<file path="src/rtl/div_pkg.sv">
// div_pkg: shared types and helpers for the sequential divider.
//   state_t   - divider control states
//   ABS_W     - widest operand the magnitude helper handles
//   QUO_DIV0  - all-ones quotient pattern returned on divide-by-zero
//   abs_val   - two's-complement magnitude; the caller pre-extends the operand
//               to ABS_W bits and casts the result back to its own width
package div_pkg;

   typedef enum logic [1:0] {
      IDLE = 2'd0,
      CALC = 2'd1,
      FIX  = 2'd2
   } state_t;

   localparam int ABS_W = 64;

   localparam logic [ABS_W-1:0] QUO_DIV0 = {ABS_W{1'b1}};

   // Magnitude of a sign- or zero-extended operand; negation only in signed mode
   function automatic logic [ABS_W-1:0] abs_val(input logic [ABS_W-1:0] value,
                                               input logic             signed_mode);
      logic [ABS_W-1:0] mag;
      if (signed_mode && value[ABS_W-1]) begin
         mag = -value;
      end else begin
         mag = value;
      end
      return mag;
   endfunction

endpackage

</file>
<file path="src/rtl/div_step.sv">
// div_step: one combinational restoring-division iteration.
// Ports:
//   rem      in  WIDTH    partial remainder (always < divisor magnitude)
//   quo      in  WIDTH    dividend bits still to shift in / quotient so far
//   dvs      in  WIDTH+1  divisor magnitude
//   rem_next out WIDTH    partial remainder after this step
//   quo_next out WIDTH    quotient/dividend register after this step
module div_step #(
   parameter int WIDTH = 16
) (
   input  logic [WIDTH-1:0] rem,
   input  logic [WIDTH-1:0] quo,
   input  logic [WIDTH:0]   dvs,
   output logic [WIDTH-1:0] rem_next,
   output logic [WIDTH-1:0] quo_next
);

   logic [WIDTH:0] rem_sh;
   logic           fits;

   // Shift {rem,quo} left one bit and try to subtract the divisor
   always_comb begin
      rem_sh = {rem, quo[WIDTH-1]};
      fits   = (rem_sh >= dvs);
      if (fits) begin
         // The difference is below the divisor, so it fits back into WIDTH bits
         rem_next = WIDTH'(rem_sh - dvs);
         quo_next = {quo[WIDTH-2:0], 1'b1};
      end else begin
         rem_next = rem_sh[WIDTH-1:0];
         quo_next = {quo[WIDTH-2:0], 1'b0};
      end
   end

endmodule

</file>
<file path="src/rtl/seq_divider.sv">
// seq_divider: multi-cycle restoring divider, signed or unsigned, one
// quotient bit per clock, start/busy/done handshake.
// Ports:
//   clk, rst_n          clock (rising edge) and async active-low reset
//   start               request; accepted only in IDLE (busy low)
//   signed_mode         two's-complement operands when 1, sampled with start
//   dividend, divisor   operands, sampled on the accepting edge
//   busy                high from accepting edge until done
//   done                one-cycle result-valid pulse
//   quotient, remainder results, held until the next done
//   div_by_zero         divisor was zero (held with results)
//   overflow            signed MIN / -1 (held with results)
module seq_divider
   import div_pkg::*;
#(
   parameter int WIDTH = 16
) (
   input  logic             clk,
   input  logic             rst_n,
   input  logic             start,
   input  logic             signed_mode,
   input  logic [WIDTH-1:0] dividend,
   input  logic [WIDTH-1:0] divisor,
   output logic             busy,
   output logic             done,
   output logic [WIDTH-1:0] quotient,
   output logic [WIDTH-1:0] remainder,
   output logic             div_by_zero,
   output logic             overflow
);

   localparam int CNT_W = $clog2(WIDTH + 1);
   localparam logic [WIDTH-1:0] MIN_VAL  = {1'b1, {(WIDTH-1){1'b0}}};
   localparam logic [WIDTH-1:0] ALL_ONES = {WIDTH{1'b1}};
   localparam logic [WIDTH-1:0] ZERO     = {WIDTH{1'b0}};

   state_t           state, state_next;
   logic [CNT_W-1:0] cnt;
   logic [WIDTH-1:0] rem, quo;
   logic [WIDTH:0]   dvs_mag;
   logic             dvd_neg, dvs_neg, is_div0, is_ovf;

   logic [WIDTH-1:0] step_rem, step_quo;
   logic             in_dvd_neg, in_dvs_neg, in_div0, in_ovf;
   logic [WIDTH-1:0] in_dvd_mag;
   logic [WIDTH:0]   in_dvs_mag;

   div_step #(.WIDTH(WIDTH)) u_step (
      .rem      (rem),
      .quo      (quo),
      .dvs      (dvs_mag),
      .rem_next (step_rem),
      .quo_next (step_quo)
   );

   // Operand decode: sign bits, magnitudes and special-case detection
   always_comb begin
      in_dvd_neg = signed_mode & dividend[WIDTH-1];
      in_dvs_neg = signed_mode & divisor[WIDTH-1];
      in_dvd_mag = WIDTH'(abs_val({{(ABS_W-WIDTH){in_dvd_neg}}, dividend}, signed_mode));
      in_dvs_mag = (WIDTH+1)'(abs_val({{(ABS_W-WIDTH){in_dvs_neg}}, divisor}, signed_mode));
      in_div0    = (divisor == ZERO);
      in_ovf     = signed_mode & (dividend == MIN_VAL) & (divisor == ALL_ONES);
   end

   // State register
   always_ff @(posedge clk or negedge rst_n) begin
      if (!rst_n) begin
         state <= IDLE;
      end else begin
         state <= state_next;
      end
   end

   // Next-state logic; special cases skip the iterations entirely
   always_comb begin
      state_next = state;
      case (state)
         IDLE: begin
            if (start) begin
               if (in_div0 || in_ovf) begin
                  state_next = FIX;
               end else begin
                  state_next = CALC;
               end
            end else begin
               state_next = IDLE;
            end
         end
         CALC: begin
            if (cnt == CNT_W'(1)) begin
               state_next = FIX;
            end else begin
               state_next = CALC;
            end
         end
         FIX:     state_next = IDLE;
         default: state_next = IDLE;
      endcase
   end

   // Datapath, bookkeeping and registered outputs
   always_ff @(posedge clk or negedge rst_n) begin
      if (!rst_n) begin
         cnt         <= {CNT_W{1'b0}};
         rem         <= ZERO;
         quo         <= ZERO;
         dvs_mag     <= {(WIDTH+1){1'b0}};
         dvd_neg     <= 1'b0;
         dvs_neg     <= 1'b0;
         is_div0     <= 1'b0;
         is_ovf      <= 1'b0;
         busy        <= 1'b0;
         done        <= 1'b0;
         quotient    <= ZERO;
         remainder   <= ZERO;
         div_by_zero <= 1'b0;
         overflow    <= 1'b0;
      end else begin
         done <= 1'b0;
         case (state)
            IDLE: begin
               if (start) begin
                  busy    <= 1'b1;
                  dvd_neg <= in_dvd_neg;
                  dvs_neg <= in_dvs_neg;
                  rem     <= ZERO;
                  quo     <= in_dvd_mag;
                  dvs_mag <= in_dvs_mag;
                  cnt     <= CNT_W'(WIDTH);
                  is_div0 <= in_div0;
                  is_ovf  <= in_ovf & ~in_div0;
               end
            end
            CALC: begin
               rem <= step_rem;
               quo <= step_quo;
               cnt <= cnt - CNT_W'(1);
            end
            FIX: begin
               done <= 1'b1;
               busy <= 1'b0;
               if (is_div0) begin
                  // quo still holds |dividend|; re-sign it to return the raw dividend
                  quotient    <= WIDTH'(QUO_DIV0);
                  remainder   <= dvd_neg ? -quo : quo;
                  div_by_zero <= 1'b1;
                  overflow    <= 1'b0;
               end else if (is_ovf) begin
                  quotient    <= MIN_VAL;
                  remainder   <= ZERO;
                  div_by_zero <= 1'b0;
                  overflow    <= 1'b1;
               end else begin
                  // Truncating division: remainder follows the dividend's sign
                  quotient    <= (dvd_neg ^ dvs_neg) ? -quo : quo;
                  remainder   <= dvd_neg ? -rem : rem;
                  div_by_zero <= 1'b0;
                  overflow    <= 1'b0;
               end
            end
            default: begin
               busy <= 1'b0;
            end
         endcase
      end
   end

endmodule
</file>
<file path="config.mk">
export PLATFORM = sky130hd
export DESIGN_NAME = seq_divider
export DESIGN_NICKNAME = d
export VERILOG_FILES = /design/src/rtl/div_pkg.sv /design/src/rtl/div_step.sv /design/src/rtl/seq_divider.sv
export SDC_FILE = /design/constraint.sdc
export NUM_CORES = 1
export LEC_CHECK = 0
export CAP_MARGIN = 30
export CORE_MARGIN = 2
export CORE_UTILIZATION = 34
export CTS_CLUSTER_DIAMETER = 60
export CTS_CLUSTER_SIZE = 10
export DETAILED_ROUTE_END_ITERATION = 10
export GPL_TIMING_DRIVEN = 0
export PLACE_DENSITY_LB_ADDON = 0.1
export SLEW_MARGIN = 30
export SYNTH_ARGS = -nofsm -noshare
export SYNTH_HDL_FRONTEND = slang
export SYNTH_SLANG_ARGS = --single-unit
</file>
<file path="constraint.sdc">
create_clock -name clk -period 5.2 [get_ports clk]
set_input_delay 0.78 -clock clk [delete_from_list [all_inputs] [get_ports clk]]
set_output_delay 0.78 -clock clk [all_outputs]
set_load 0.02 [all_outputs]
</file>
==> impl_metrics.ini, run 1 <==
[yosys]
yosysMostFrequentCell = dfrtp_1
yosysSeqAreaShare_pct = 37.1
ys_types = 57
synth.top_cells.by_count = dfrtp_1, nand2_1, o21ai_0
synth.top_cell.area_share_pct = 37.1
netlist_area_um2 = 6480
async_flop_share_pct = 100
syn_nets = 842
synth_area_per_cell_um2 = 8.30
syn_inst = 781
yosys_warnings = 0
synth_edf_count = 0
synth_area_leaders = dfrtp_1, o21ai_0, xnor2_1
yosys.area.top_type = dfrtp_1
ys_ff_latch = 96
ys.flop_type = dfrtp_1

[setup_path]
crit_buf_inv = 2
max_stage_delay_ns = 0.47
reg2reg_slack_ns = 2.20
crit_arrival_ns = 3.21
crit_family = compound AO/OA/AOI/OAI gates
critPathLaunchType = flop
worstReg2RegStart = quo[15]
required_ns = 5.41
critical_path.startpoint = quo[15]
cp_slowest_cell = a2111oi_0
cp-end-kind = flop
crit_chain = inv_1 > ha_1 > inv_1 > fa_1 > a211oi_1 > o21ai_0 > a2111oi_0 > nor3_1 > xnor2_1 > o211ai_1
r2r-end = rem[12]
cp_max_fo = 4
crit_top_cell = inv_1
crit_end = rem[12]
reg2reg_depth = 10
critical_path_class = reg2reg
timing.critical_path.depth = 10

[drt]
vias = 6103
firstDrtPassIters = 7
vias_per_cell = 5.53
antenna_left = 0
drt-initial-drc-count = 363
routedWlPerCell_um = 18.2
drt_wl_total_um = 20100
drc = 0

[clocking]
clk-insertion-delay-late_ns = 0.36
clkSinkCount = 96
clkTransAtPathRegs_ns = 0.08
post_cts_buffers = 0
cts_root_buf = clkbuf_16
ctsHoldBuffers = 0
cts_buffers = 9
clockBufferDepth = 2
post_cts_resized = 0
cts_max_level = 3
cts_tree = built

[final_layout]
area_growth_pct = 20.5
antenna_cells = 0
layout-drive-gt1-share_pct = 3.68
fin_nets = 925
final_util_pct = 41.8
stdcell_count = 1103

[floorplan]
die_h_um = 142
dieWidth_um = 142
die-area_um2 = 20200
core_um2 = 18700
io_pins = 72
core.rowCount = 50
start_util_pct = 34.6

[timing]
setup_ws_ns = 2.20
fin_crit_ns = 3.00
fmax_ghz = 0.334
hold_violations = 0
rsz0062_at_grt = false
worst_pin_slew_ns = 0.904
report.final.setup_viol = 0
maxSlewViolCount = 0
finClkSkew_ns = 0.00887
min_period_over_period_pct = 57.6
relSlewSlack_pct = 39.3

[power]
power_switching_mw = 2.56
power_frac_seq_pct = 26.4
comb_power_share_pct = 61.1
cellLeakagePower_nw = 3.21
p_per_area_nw_per_um2 = 678
clockPowerShare_pct = 12.5
power.internal_mw = 2.73
p_sw_share_pct = 48.4
peakVddDrop_mv = 0.215
power_mw = 5.30

[grt]
grt_use_met3_pct = 3.67
grt_overflow = 0
antenna_found_initial = 0
first_global_vias = 6023
use_met2_pct = 31.9
busiest_layer = met2
grt_use_total_pct = 20.8
grtUsageMet1_pct = 30.1
grt_max_degree = 50
grt_pass1_wl_um = 32600

[placed_design]
dpl.hpwl_um = 15800
preCtsSetupSlack_ns = 2.03
place.gp.congestion = 0.913
io_buffers = 71
place_inst = 1087

[hold_path]
hold_path_class = in2async

[run]
cap_viol_max_count = 0

[status]
status = completed
## kinds of logic after synthesis
| logic type | Yosys count | share of synthesized area, % |
|---|---|---|
| simple gates | 260 | 19.4 |
| compound gates | 237 | 22.9 |
| flops | 96 | 37.1 |
| buf+inv | 83 | 4.85 |
| xor+xnor | 77 | 10.4 |
| fa+ha+maj | 25 | 4.94 |
| mux | 3 | 0.463 |
## how the worst min path moves through the flow
stage                            from           to  slack (ns)  cells after the start
after floorplan                cnt[4]       cnt[4]        0.45                      1
after detailed placement  quotient[2]  quotient[2]        0.47                      2
after global placement    quotient[3]  quotient[3]        0.47                      2
final                           rst_n  dvs_mag[16]        0.36                      1
after CTS                       rst_n  dvs_mag[16]        0.38                      1
after global routing            rst_n  dvs_mag[16]        0.40                      1
## through the flow
step / TNS [ns] / hold WS (ns) / area [um^2]
after global placement: -36.52 / 0.465 / 7480
after global routing: 0 / 0.403 / 7810
after detailed placement: 0 / 0.469 / 7510
after floorplan: 0 / 0.446 / 6480
after CTS: 0 / 0.385 / 7800
final: 0 / 0.357 / 7810
## worst register-to-register path, cell delays in order, from the launching register on
cell	delay (ns)
dfrtp_1	0.43
inv_1	0.19
ha_1	0.20
inv_1	0.05
fa_1	0.42
a211oi_1	0.32
o21ai_0	0.31
a2111oi_0	0.47
nor3_1	0.13
xnor2_1	0.23
o211ai_1	0.11
## power by group through the flow
stage / registers [mW] / clock network, mW / logic (mW)
floorplan: 1.42 / 0 / 2.20
global placement: 1.40 / 0 / 3.17
detailed placement: 1.41 / 0 / 3.21
CTS: 1.40 / 0.676 / 3.22
global route: 1.45 / 0.706 / 3.62
finish: 1.40 / 0.661 / 3.24
## layout by cell type (no fill, tap or decap), types with 4 or more instances in the layout
master,instances
o31ai_1,14
ha_1,24
o21ai_0,82
nand2b_1,6
nor4_1,4
clkdlybuf4s50_1,70
nand4_1,8
a221oi_1,7
clkbuf_16,9
nor2_1,63
or3_1,13
a22oi_1,16
inv_1,34
o41ai_1,6
nor3_1,21
clkbuf_1,44
or4_1,6
a21oi_1,47
o211ai_1,26
nand2_1,89
dfrtp_1,96
o21a_1,7
xnor2_1,40
nand3_1,27
a211oi_1,5
a31oi_1,7
xor2_1,37
and3_1,5
## cell type report
type                       instances  area (um^2)
clock buffer                       9          225
multi-input combinational        602         3770
sequential                        96         2400
buffer                            48          183
fill                            1900        10900
tap                              234          293
inverter                          35          131
clock inverter                     7         66.3
timing repair buffer              72          739
## sequential cells by signal, indices dropped and copies added, names as in the netlist, 2 cells and up
register and count:
quotient 16, rem 16, state 2, cnt 5, remainder 16, dvs_mag 17, quo 16
## metal layers
metal,up-vias,wire (um)
li1,2966,-
met1,2953,9720
met2,159,9050
met3,25,1040
met4,0,307
met5,-,0
(Power assumes the default switching activity.)
==> run 2: changes to the inputs <==
- clock period: 5.2 -> 2.4 ns (I/O delays scaled with it)
==> impl_metrics.ini, run 2 (synthesis gave the netlist of run 1 again) <==
[timing]
setup_ws_ns = 0.00318
fin_setup_tns_ns = 0
worst_pin_slew_ns = 0.876
report.final.setup_viol = 0
hold_violations = 0
fin_crit_ns = 2.40
rsz0062_at_grt = true
relSlewSlack_pct = 41.2
finClkSkew_ns = 0.00845
maxSlewViolCount = 0
fmax_ghz = 0.417
min_period_over_period_pct = 99.9

[run]
cap_viol_max_count = 0

[placed_design]
io_buffers = 71
dpl.hpwl_um = 15800
place.gp.congestion = 0.904
preCtsSetupSlack_ns = -0.571

[power]
p_per_area_nw_per_um2 = 1530
cellLeakagePower_nw = 3.33
peakVddDrop_mv = 0.455

[final_layout]
antenna_cells = 0
final_common_cell = dfrtp_1
regMostFlops = dvs_mag
fin_nets = 939
final_cell_mix = dfrtp_1, nand2_1, o21ai_0
layout-drive-gt1-share_pct = 10.8
area_growth_pct = 27.5
largest_reg_flops = 17

[floorplan]
core_um2 = 18700
start_util_pct = 34.6
dieWidth_um = 142
io_pins = 72
core.rowCount = 50
die-area_um2 = 20200
die_h_um = 142

[setup_path]
critPathLaunchType = flop
crit_buf_inv = 2
crit_arrival_ns = 2.62
crit_chain = inv_2 > ha_1 > inv_1 > fa_2 > a211oi_4 > o21ai_4 > a2111oi_4 > nor2_1 > xnor2_1 > o211ai_1
critical_path_class = reg2reg
required_ns = 2.62
cp_max_fo = 3
cp_slowest_cell = dfrtp_1
cp-end-kind = flop
crit_family = compound AO/OA/AOI/OAI gates
max_stage_delay_ns = 0.39

[clocking]
cts_root_buf = clkbuf_16
clkSinkCount = 96
clk-insertion-delay-late_ns = 0.36
cts_tree = built
clkTransAtPathRegs_ns = 0.07
clockBufferDepth = 2
cts_max_level = 3
cts_buffers = 9

[drt]
antenna_left = 0
drt-initial-drc-count = 416
drt_wl_total_um = 20800
drc = 0
firstDrtPassIters = 6
routedWlPerCell_um = 18.6
vias = 6155
vias_per_cell = 5.51

[grt]
first_global_vias = 5927
grt_pass1_wl_um = 32400
grt_overflow = 0
grt_max_degree = 51
antenna_found_initial = 0
grt_use_total_pct = 20.7

[status]
status = completed

[hold_path]
hold_path_class = reg2reg
run 2: cell types whose count changed in the layout (fill, tap and decap cells not counted), sizes merged:
cell         delta
buf            +16
clkinv          -4
bufinv          +2
clkbuf          -2
dlygate4sd3     +1
inv             +1
run 2: path summary, 6_finish.rpt:
| check | start | slack [ns] | endpoint | depth (start not counted) |
|---|---|---|---|---|
| worst max-delay path | quo[15] | 0.003 | rem[14] | 10 |
| worst min-delay path | quotient[2] | 0.48 | quotient[2] | 2 |
| worst max register to register | quo[15] | 0.003 | rem[14] | 10 |
| worst min register to register | quotient[2] | 0.48 | quotient[2] | 2 |
| max in group asynchronous | rst_n | 1.25 | quo[1] | 3 |
| min in group asynchronous | rst_n | 0.52 | dvs_mag[2] | 2 |
run 2: final cells by class:
cell class / count / area (um^2)
multi-input combinational: 602 / 4040
clock inverter: 6 / 96.3
tap: 234 / 293
timing repair buffer: 89 / 870
inverter: 35 / 131
buffer: 45 / 180
sequential: 96 / 2410
clock buffer: 10 / 239
fill: 1859 / 10400
run 2: what timing repair did:
action                                 CTS  global route
hold buffers                             1             0
setup endpoints to repair               28            33
pin swaps                                5             7
buffers inserted                        10             6
resized for setup                       34            35
endpoints found under the hold margin   49             0
run 2: layer usage:
metal / wire (um) / part of all wire [%] / vias to the layer above / GRT usage, %
li1: - / - / 2998 / -
met3: 730 / 3.5 / 21 / 2.99
met2: 9460 / 46 / 142 / 32.5
met1: 10300 / 49 / 2994 / 29.8
met4: 316 / 1.5 / 0 / 5.58
met5: 0 / 0 / - / 0
run 2: worst reg2reg max path, cell delays in order (launching register included):
cell and delay [ns]:
dfrtp_1 0.39, inv_2 0.08, ha_1 0.16, inv_1 0.06, fa_2 0.38, a211oi_4 0.29, o21ai_4 0.12, a2111oi_4 0.37
nor2_1 0.12, xnor2_1 0.17, o211ai_1 0.12
run 2: stage by stage:
stage	instance area [um^2]	total power [mW]	cells	hold slack (ns)	utilization, %
after CTS	8070	12.2	1113	0.480	43.1
after global placement	7480	9.90	1086	0.465	40.0
final	8260	12.7	1117	0.475	44.2
after detailed placement	7510	10.0	1087	0.353	40.2
after global routing	8260	13.6	1117	0.496	44.2
after floorplan	6480	7.83	781	0.0644	-
run 2: report_power, final:
group	internal [mW]	switching [mW]	total, mW
Sequential	2.34	0.791	3.13
Combinational	3.40	4.49	7.89
Clock	0.958	0.694	1.65
Total	6.69	5.98	12.7
==> run 3: changes to the inputs <==
- CORE_ASPECT_RATIO: default -> 1.4
==> impl_metrics.ini, run 3 (synthesis gave the netlist of run 1 again) <==
[clocking]
clockBufferDepth = 2
clkTransAtPathRegs_ns = 0.07
clk-insertion-delay-late_ns = 0.36
cts_tree = built
cts_max_level = 3
clkSinkCount = 96
cts_root_buf = clkbuf_16
cts_buffers = 9

[timing]
worst_pin_slew_ns = 0.845
maxSlewViolCount = 0
fin_setup_tns_ns = 0
report.final.setup_viol = 0
hold_violations = 0
finClkSkew_ns = 0.0117
fin_crit_ns = 2.34
fmax_ghz = 0.428
relSlewSlack_pct = 43.2
min_period_over_period_pct = 97.4
rsz0062_at_grt = true

[final_layout]
layout-drive-gt1-share_pct = 9.89
final_cell_mix = dfrtp_1, nand2_1, o21ai_0
final_common_cell = dfrtp_1
finalInstanceArea_um2 = 8190
largest_reg_flops = 17
area_growth_pct = 26.4
antenna_cells = 0
final_util_pct = 43.9
regMostFlops = dvs_mag
fin_nets = 936
stdcell_count = 1124

[floorplan]
start_util_pct = 34.7
die-area_um2 = 20200
core_um2 = 18700
dieWidth_um = 121
io_pins = 72
core.rowCount = 59
die_h_um = 167

[drt]
routedWlPerCell_um = 19.0
antenna_left = 0
vias = 6236
vias_per_cell = 5.55
firstDrtPassIters = 5
drt_wl_total_um = 21400
drt-initial-drc-count = 351
drc = 0

[setup_path]
cp-end-kind = flop
crit_buf_inv = 2
crit_chain = inv_2 > ha_1 > inv_1 > fa_2 > a211oi_4 > o21ai_4 > a2111oi_4 > nor3_2 > xnor2_1 > o211ai_1
cp_max_fo = 3
crit_arrival_ns = 2.56
required_ns = 2.62
critical_path.startpoint = quo[15]
crit_family = compound AO/OA/AOI/OAI gates
worstReg2RegStart = quo[15]
critPathLaunchType = flop
max_stage_delay_ns = 0.38
cp_slowest_cell = dfrtp_1
reg2reg_slack_ns = 0.06
critical_path_class = reg2reg

[placed_design]
place.gp.congestion = 0.905
place_inst = 1097
io_buffers = 71
dpl.hpwl_um = 17000
place_area_um2 = 7530

[power]
cellLeakagePower_nw = 3.30
power_mw = 12.5
peakVddDrop_mv = 0.681
p_per_area_nw_per_um2 = 1520

[grt]
grt_use_met3_pct = 2.72
first_global_vias = 6343
busiest_layer = met2
grt_overflow = 0
grtUsageMet1_pct = 24.1
antenna_found_initial = 0
grt_max_degree = 62
grt_use_total_pct = 21.9
use_met2_pct = 40.9
grt_pass1_wl_um = 34400

[hold_path]
hold_path_class = in2async

[status]
status = completed

[run]
cap_viol_max_count = 0
## run 3: changes by cell type in the layout (fill, tap and decap cells not counted), sizes merged
| cell | before | now |
|---|---|---|
| inv | 38 | 35 |
| clkinv | 0 | 5 |
| clkinvlp | 1 | 0 |
| buf | 22 | 20 |
| bufinv | 2 | 1 |
| clkbuf | 51 | 50 |
## run 3: timing repair
item / CTS / global route
endpoints found under the setup margin: 30 / 38
resized for setup: 42 / 23
endpoints found under the hold margin: 35 / 0
buffers inserted: 7 / 7
pin swaps: 7 / 7
hold buffers: 1 / 0
## run 3: power breakdown
group          total [mW]  switching, mW  internal (mW)
Clock                1.46          0.629          0.831
Combinational        7.92           4.53           3.40
Sequential           3.09          0.757           2.33
Total                12.5           5.91           6.56
## run 3: final timing paths
path,to,depth (start not counted)
min in group clk,cnt[4],1
worst max-delay path,rem[12],10
max in group asynchronous,rem[7],3
worst min register to register,cnt[4],1
worst max register to register,rem[12],10
worst min-delay path,quotient[3],2
## run 3: final cells by class
type	instances	area (um^2)
Clock inverter	6	58.8
Tap cell	244	305
Fill cell	1889	10500
Buffer	44	173
Sequential cell	96	2410
Multi-Input combinational cell	602	4020
Clock buffer	10	239
Timing Repair Buffer	87	855
Inverter	35	131
## run 3: stage by stage
| stage | setup WS, ns | hold WS [ns] |
|---|---|---|
| finish | 0.0622 | 0.463 |
| global placement | -2.70 | 0.459 |
| detailed placement | -0.496 | 0.275 |
| CTS | -0.0248 | 0.463 |
| global route | -0.0953 | 0.488 |
| floorplan | 0.000252 | 0.0644 |
## run 3: routing by layer
| metal | share of wire [%] | wire [um] |
|---|---|---|
| met1 | 39 | 8290 |
| met2 | 54 | 11600 |
| met3 | 2.6 | 559 |
| met4 | 4.1 | 882 |
| met5 | 0 | 0 |
## run 3: worst reg2reg max path, delay by kind of cell (launching register included)
| family | cells | cell delay, ns |
|---|---|---|
| AND/OR/NAND/NOR | 1 | 0.09 |
| flip-flops | 1 | 0.38 |
| XOR/XNOR | 1 | 0.19 |
| AO/OA/AOI/OAI | 4 | 0.85 |
| buffers and inverters | 2 | 0.14 |
| adder cells (fa/ha/maj) | 2 | 0.54 |
==> patch 1, RTL diff (flow settings as in run 3) <==
Re-encode `state_t` (3 states) as one-hot, 3 bits wide.
--- a/src/rtl/div_pkg.sv
+++ b/src/rtl/div_pkg.sv
@@ -6,10 +6,10 @@
 //               to ABS_W bits and casts the result back to its own width
 package div_pkg;
 
-   typedef enum logic [1:0] {
-      IDLE = 2'd0,
-      CALC = 2'd1,
-      FIX  = 2'd2
+   typedef enum logic [2:0] {
+      IDLE = 3'b001,
+      CALC = 3'b010,
+      FIX  = 3'b100
    } state_t;
 
    localparam int ABS_W = 64;
Check against the original RTL: same outputs for any inputs over 10 cycles, from zero or initial values and one cycle with rst_n low; not proved beyond that.
==> patch 1 against run 3 <==
  * The flow now finishes with violations (negative setup slack)
  * Core utilization increased by 0.78 points
  * Non-clock buffer count increased by 4
  * Setup slack got worse by 0.17 ns
  * Sequential cell count increased by 1
  * Cell area increased by 0.98%
  * Wire length decreased by 7.5%
  * Synthesized area decreased by 1.5%
  * Synthesized cell count decreased by 3.7%
  * Clock skew decreased by 0.0034 ns
  * Fmax decreased by 6.9%
  * Hold slack improved by 0.0087 ns
  * Total power decreased by 23%
  * Largest cell class unchanged
==> patch 1: results (changes against run 3) <==
* Maximum net fanout on the critical path at 3 (unchanged)
* Biggest cell delay along the critical path at 0.43 ns (+0.05 ns)
* Setup violations, final at 5 (+5)
* Worst Max-Slew Pin Slew at 0.6717 ns (-0.1738 ns)
* Run status: finished, violations left
* Sum of negative setup slack at -0.2741 ns (-0.2741 ns)
* Sequential fraction of the synthesis area at 38.04% (+0.98 points)
* Number of vias in the routed layout at 5777 (-7.4%)
* # nets final at 917 (-2.0%)
* Ys async rst share at 100.0% (unchanged)
* Biggest area contributors in the synthesized netlist: sky130_fd_sc_hd__dfrtp_1 (38%), sky130_fd_sc_hd__xnor2_1 (7.3%), sky130_fd_sc_hd__a21oi_1 (6.2%)
* Post-route clock skew at 0.008273 ns (-0.003391 ns)
* First DRT Iteration DRCs at 345 (-1.7%)
* Worst r2r path cells at 11 (+1)
* Global routing usage on met1 at 23.34% (-0.72 points)
* Met2 capacity usage during global routing at 37.84% (-3.1 points)
* Diodes inserted at 0 (unchanged)
* Placer Congestion at 0.8793 (-2.8%)
* Max Buffers Root-to-Sink at 2 (unchanged)
* Number of optimization iterations in the first detailed-route pass at 6 (+1)
* Clock latency on the worst-skew pair at 0.36 ns (about the same)
* Data arrival time at the worst-slack endpoint at 2.73 ns (+0.17 ns)
* R2R Path Start: quo[15]
* Final Critical Period at 2.512 ns (+0.1737 ns)
* NetSw at 4.183 mW (-29%)
* Leak pwr at 3.405 nW (+3.1%)
* Largest net degree at the start of global routing at 60 (-3.2%)
* Commonest cells post-synth: sky130_fd_sc_hd__dfrtp_1 (96), sky130_fd_sc_hd__a21oi_1 (79), sky130_fd_sc_hd__o21ai_0 (73), sky130_fd_sc_hd__nand2_1 (72), sky130_fd_sc_hd__nor2_1 (65)
* CTS H-Tree Depth at 3 (unchanged)
* Initial antenna violation count at 0 (unchanged)
* Worst vdd ir at 0.3695 mV (-46%)
* Layout cells sized above 1 at 11.85% (+2.0 points)
* All-layer global routing usage at 20.09% (-1.8 points)
* CP max stage cell: sky130_fd_sc_hd__dfrtp_2
* Flip-flop count of the largest register after layout at 17 (unchanged)
* Most frequent cell after synthesis: sky130_fd_sc_hd__dfrtp_1
* Port buffer count at 71 (unchanged)
* Critical R2R Capture: rem[12]
* Worst reg-to-reg setup slack at -0.11 ns (-0.17 ns)
* Fin Hold WS at 0.4719 ns (+0.008679 ns)
* Global routing met3 resource utilization at 2.026% (-0.70 points)
* Hpwl dp at 15300 um (-9.8%)
* Post-synth cell types at 59 (+3.5%)
* Biggest register: dvs_mag
* Final critical-path setup slack at -0.1115 ns (-0.1737 ns)
* Violated checks: negative setup slack
* Clock-pin transition on the worst setup and hold timing paths at 0.07 ns (about the same)
* Yosys Warn Count at 0 (unchanged)
* First-pass GRT wire length at 31460 um (-8.4%)
* Average wire length per cell after detail routing at 17.89 um (-5.9%)
* Clock tree root buffer cell: sky130_fd_sc_hd__clkbuf_16
* Total nets after synthesis at 813 (-3.4%)
* Classification of the worst-slack hold path: in2async
* Clock buffers created by TritonCTS at 9 (unchanged)
* Fillers at 1849 (-2.1%)
==> patch 1: cell count changes in the layout (fill, tap and decap cells not counted), moves of 13 or more <==
cell	run 3	this run
sky130_fd_sc_hd__a21oi_1	47	74
sky130_fd_sc_hd__o211ai_1	26	2
sky130_fd_sc_hd__nand3_1	27	12
sky130_fd_sc_hd__xnor2_1	40	53
sky130_fd_sc_hd__nand2_1	88	71
==> patch 1: power groups by stage <==
stage / clock network, mW / registers, mW / logic [mW]
floorplan: 0 / 2.49 / 3.33
global placement: 0 / 2.49 / 4.74
detailed placement: 0 / 2.51 / 4.80
CTS: 1.65 / 2.48 / 5.14
global route: 1.73 / 2.54 / 6.05
finish: 1.63 / 2.48 / 5.52
==> patch 1: how the worst max path moves through the flow <==
stage	start	end	slack, ns
3_3_place_gp	rst_n	cnt[0]	-2.67
3_5_place_dp	dividend[0]	state[1]	-0.43
4_1_cts	quo[15]	rem[12]	-0.11
6_report	quo[15]	rem[12]	-0.11
5_1_grt	quo[15]	rem[14]	-0.24
2_1_floorplan	quo[15]	rem[12]	0.01
==> patch 1: repair_timing <==
item,CTS,global route
resized for setup,37,37
endpoints found under the setup margin,29,35
endpoints found under the hold margin,38,0
pin swaps,3,13
setup buffers,10,9
gates cloned,1,1
hold buffers,1,0
==> patch 1: layout make-up <==
class / instances / share of cell area [%]
Clock inverter: 4 / 0.9228
Buffer: 40 / 1.921
Tap cell: 244 / 3.691
Timing Repair Buffer: 95 / 11.21
Multi-Input combinational cell: 575 / 47.99
Sequential cell: 97 / 29.44
Inverter: 38 / 1.725
Clock buffer: 12 / 3.101
==> patch 1: cells by family (layout without fill, tap and decap cells) <==
kind of cell	count (synthesis)	after routing	share of synthesized area, %
buffers and inverters	80	189	4.763
multiplexers	15	15	2.391
AO/OA/AOI/OAI	232	232	22.11
flip-flops	97	97	38.04
adder cells (fa/ha/maj)	25	25	5.018
XOR/XNOR	81	81	11.11
AND/OR/NAND/NOR	222	222	16.56
==> patch 1: per-stage QoR <==
step	worst slack [ns]	std cells	util, %	area [sq um]
final	-0.1115	1105	44.64	8270
after global routing	-0.2390	1105	44.64	8270
after floorplan	0.01235	752	-	6396
after detailed placement	-0.4332	1069	40.25	7458
after CTS	-0.1061	1096	43.39	8040
after global placement	-2.671	1067	40.00	7412
==> patch 1: routing by layer <==
| layer | wire length, um | part of all wire (%) | vias up |
|---|---|---|---|
| met5 | 0 | 0 | - |
| met4 | 365 | 1.8 | 0 |
| met3 | 438 | 2.2 | 21 |
| met2 | 10920 | 55 | 105 |
| met1 | 8047 | 41 | 2793 |
| li1 | - | - | 2858 |
==> patch 2, RTL diff (settings of run 3) <==
Made on the original files. `WIDTH` is set to 16 in 2 places; all go to 64.
--- a/src/rtl/div_step.sv
+++ b/src/rtl/div_step.sv
@@ -6,7 +6,7 @@
 //   rem_next out WIDTH    partial remainder after this step
 //   quo_next out WIDTH    quotient/dividend register after this step
 module div_step #(
-   parameter int WIDTH = 16
+   parameter int WIDTH = 64
 ) (
    input  logic [WIDTH-1:0] rem,
    input  logic [WIDTH-1:0] quo,
--- a/src/rtl/seq_divider.sv
+++ b/src/rtl/seq_divider.sv
@@ -13,7 +13,7 @@
 module seq_divider
    import div_pkg::*;
 #(
-   parameter int WIDTH = 16
+   parameter int WIDTH = 64
 ) (
    input  logic             clk,
    input  logic             rst_n,
Ports: changed (resized dividend, divisor, quotient and remainder); port bits go from 72 to 264. No check against the original RTL was run, so the function may have changed too.
==> patch 2 against run 3 <==
  * The run now ends with negative setup slack left
  * Setup slack got worse by 1.4 ns
  * Core utilization grew 7.8 points
  * Synthesized area rose to 3.7 times the old value
  * Die area increased to 3.6 times the old value
  * Wire length rose to 5.3 times the old value
  * Sequential cell count rose by 241
  * Cell area rose to 4.4 times the old value
  * Cell count rose to 4.1 times the old value
  * Critical endpoint is now remainder[63]
Power is left out: it rests on default switching activity, and per cell area and clock period it moved more than threefold.
==> patch 2: results (changes against run 3) <==
* Post-synth cell types at 68 (+19%)
* # nets final at 3811 (+310%)
* First DRT Iteration DRCs at 1620 (+360%)
* CTS H-Tree Depth at 2 (-1)
* Post-place setup slack at -2.031 ns (-1.535 ns)
* Average wire length per cell after detail routing at 25.08 um (+32%)
* Classification of the worst-slack hold path: in2reg
* Initial antenna violation count at 4 (+4)
* Port buffer count at 262 (+270%)
* Sum of negative setup slack at -129.49 ns (-129.49 ns)
* Multi-input comb cells at 2387 (+300%)
* Final clock-cell share at 3.417% (-0.22 points)
* Run status: finished, violations left
* Total nets after synthesis at 3245 (+290%)
* Biggest area contributors in the synthesized netlist: sky130_fd_sc_hd__dfrtp_1 (35%), sky130_fd_sc_hd__xnor2_1 (8.1%), sky130_fd_sc_hd__o21ai_0 (7.2%)
* Non-filler instance count after layout at 4558 (+310%)
* Post-route core utilization at 51.68% (+7.8 points)
* TritonCTS sink count at 337 (+250%)
* Sequential fraction of the synthesis area at 34.76% (-2.3 points)
* Violated checks: negative setup slack
* Max-slew violation count at 0 (unchanged)
* Fin Hold WS at 0.09997 ns (-0.3633 ns)
* Layout cells sized above 1 at 29.67% (+20 points)
* Count of placed standard cells including taps at 4244 (+290%)
* Signal buffers at 736 (+460%)
* Maximum net fanout on the critical path at 6 (+3)
* Commonest cells post-synth: sky130_fd_sc_hd__nand2_1 (404), sky130_fd_sc_hd__o21ai_0 (347), sky130_fd_sc_hd__dfrtp_1 (337), sky130_fd_sc_hd__nor2_1 (277), sky130_fd_sc_hd__xnor2_1 (225)
* Diodes inserted at 2 (+2)
* Worst slew margin relative to its limit at 25.38% (-18 points)
* Ys async rst share at 100.0% (unchanged)
* Fraction of standard cell area in multi-input logic at 51.34% (+2.3 points)
* Largest net degree at the start of global routing at 85 (+37%)
* Clock latency on the worst-skew pair at 0.60 ns (+0.24 ns)
* Biggest cell delay along the critical path at 0.55 ns (+0.17 ns)
* Placed inst area at 0.02918 sq mm (+290%)
* Data arrival time at the worst-slack endpoint at 4.16 ns (+1.60 ns)
* Clock buffers created by TritonCTS at 43 (+34)
* Clock tree buffer count of the final layout at 52 (+42)
* Gate Count Post-Synth at 3041 (+290%)
* Fillers at 6663 (+250%)
* Via density per instance at 5.638 (+1.6%)
* Post-route clock skew at 0.01791 ns (+0.006244 ns)
* Hpwl dp at 85890 um (+410%)
* Buffer share of cell area at 17.60% (+5.1 points)
* Vias in the first global route at 26310 (+310%)
* Worst reg-to-reg setup slack at -1.31 ns (-1.37 ns)
* CP max stage cell: sky130_fd_sc_hd__or4_4
* Non-clock inverter count in the final layout at 102 (+190%)
* All-layer global routing usage at 30.29% (+8.4 points)
* Max Buffers Root-to-Sink at 3 (+1)
* Yosys Warn Count at 0 (unchanged)
* First-pass GRT wire length at 168100 um (+390%)
* Clock tree root buffer cell: sky130_fd_sc_hd__clkbuf_16
* Placer Congestion at 0.9717 (+7.4%)
* Critical path's top delay family: simple AND/OR/NAND/NOR gates
* Sequential cell area in the final layout at 0.008501 sq mm (+250%)
* Final critical-path setup slack at -1.306 ns (-1.368 ns)
* Setup violations, final at 174 (+174)
patch 2: changes by cell type after synthesis, moves of 41 or more:
cell                       delta
sky130_fd_sc_hd__a21oi_1    +128
sky130_fd_sc_hd__a221oi_1    +43
sky130_fd_sc_hd__clkbuf_1   +148
sky130_fd_sc_hd__dfrtp_1    +241
sky130_fd_sc_hd__ha_1        +47
sky130_fd_sc_hd__inv_1       +66
sky130_fd_sc_hd__nand2_1    +315
sky130_fd_sc_hd__nor2_1     +214
sky130_fd_sc_hd__o21ai_0    +265
sky130_fd_sc_hd__or3_1       +41
sky130_fd_sc_hd__xnor2_1    +185
sky130_fd_sc_hd__xor2_1     +102
patch 2: cells by family after synthesis:
family / share of synthesized area (%)
simple gates: 18.99
compound gates: 23.43
xor+xnor: 13.14
flops: 34.76
buf+inv: 4.967
fa+ha+maj: 3.745
mux: 0.9593
patch 2: path summary, 6_finish.rpt:
path	startpoint	endpoint
setup / recovery	quo[41]	remainder[63]
setup reg to reg	quo[41]	remainder[63]
max in group asynchronous	rst_n	quo[41]
min in group asynchronous	rst_n	quotient[17]
hold reg to reg	quotient[14]	quotient[14]
hold / removal	divisor[22]	dvs_mag[22]
patch 2: what timing repair did:
| item | 4_1_cts | 5_1_grt |
|---|---|---|
| pin swaps | 217 | 249 |
| hold endpoints to repair | 42 | 0 |
| resized for setup | 715 | 410 |
| hold buffers | 1 | 0 |
| gates cloned | 10 | 0 |
| setup buffers | 175 | 122 |
| endpoints found under the setup margin | 329 | 286 |
patch 2: routing by layer:
metal | GRT usage (%) | up-vias | part of all wire [%]
met4 | 19.00 | 2 | 7.4
met3 | 3.335 | 322 | 4.4
met2 | 54.96 | 889 | 51
li1 | - | 11928 | -
met1 | 33.61 | 12558 | 37
met5 | 0 | - | 0.011
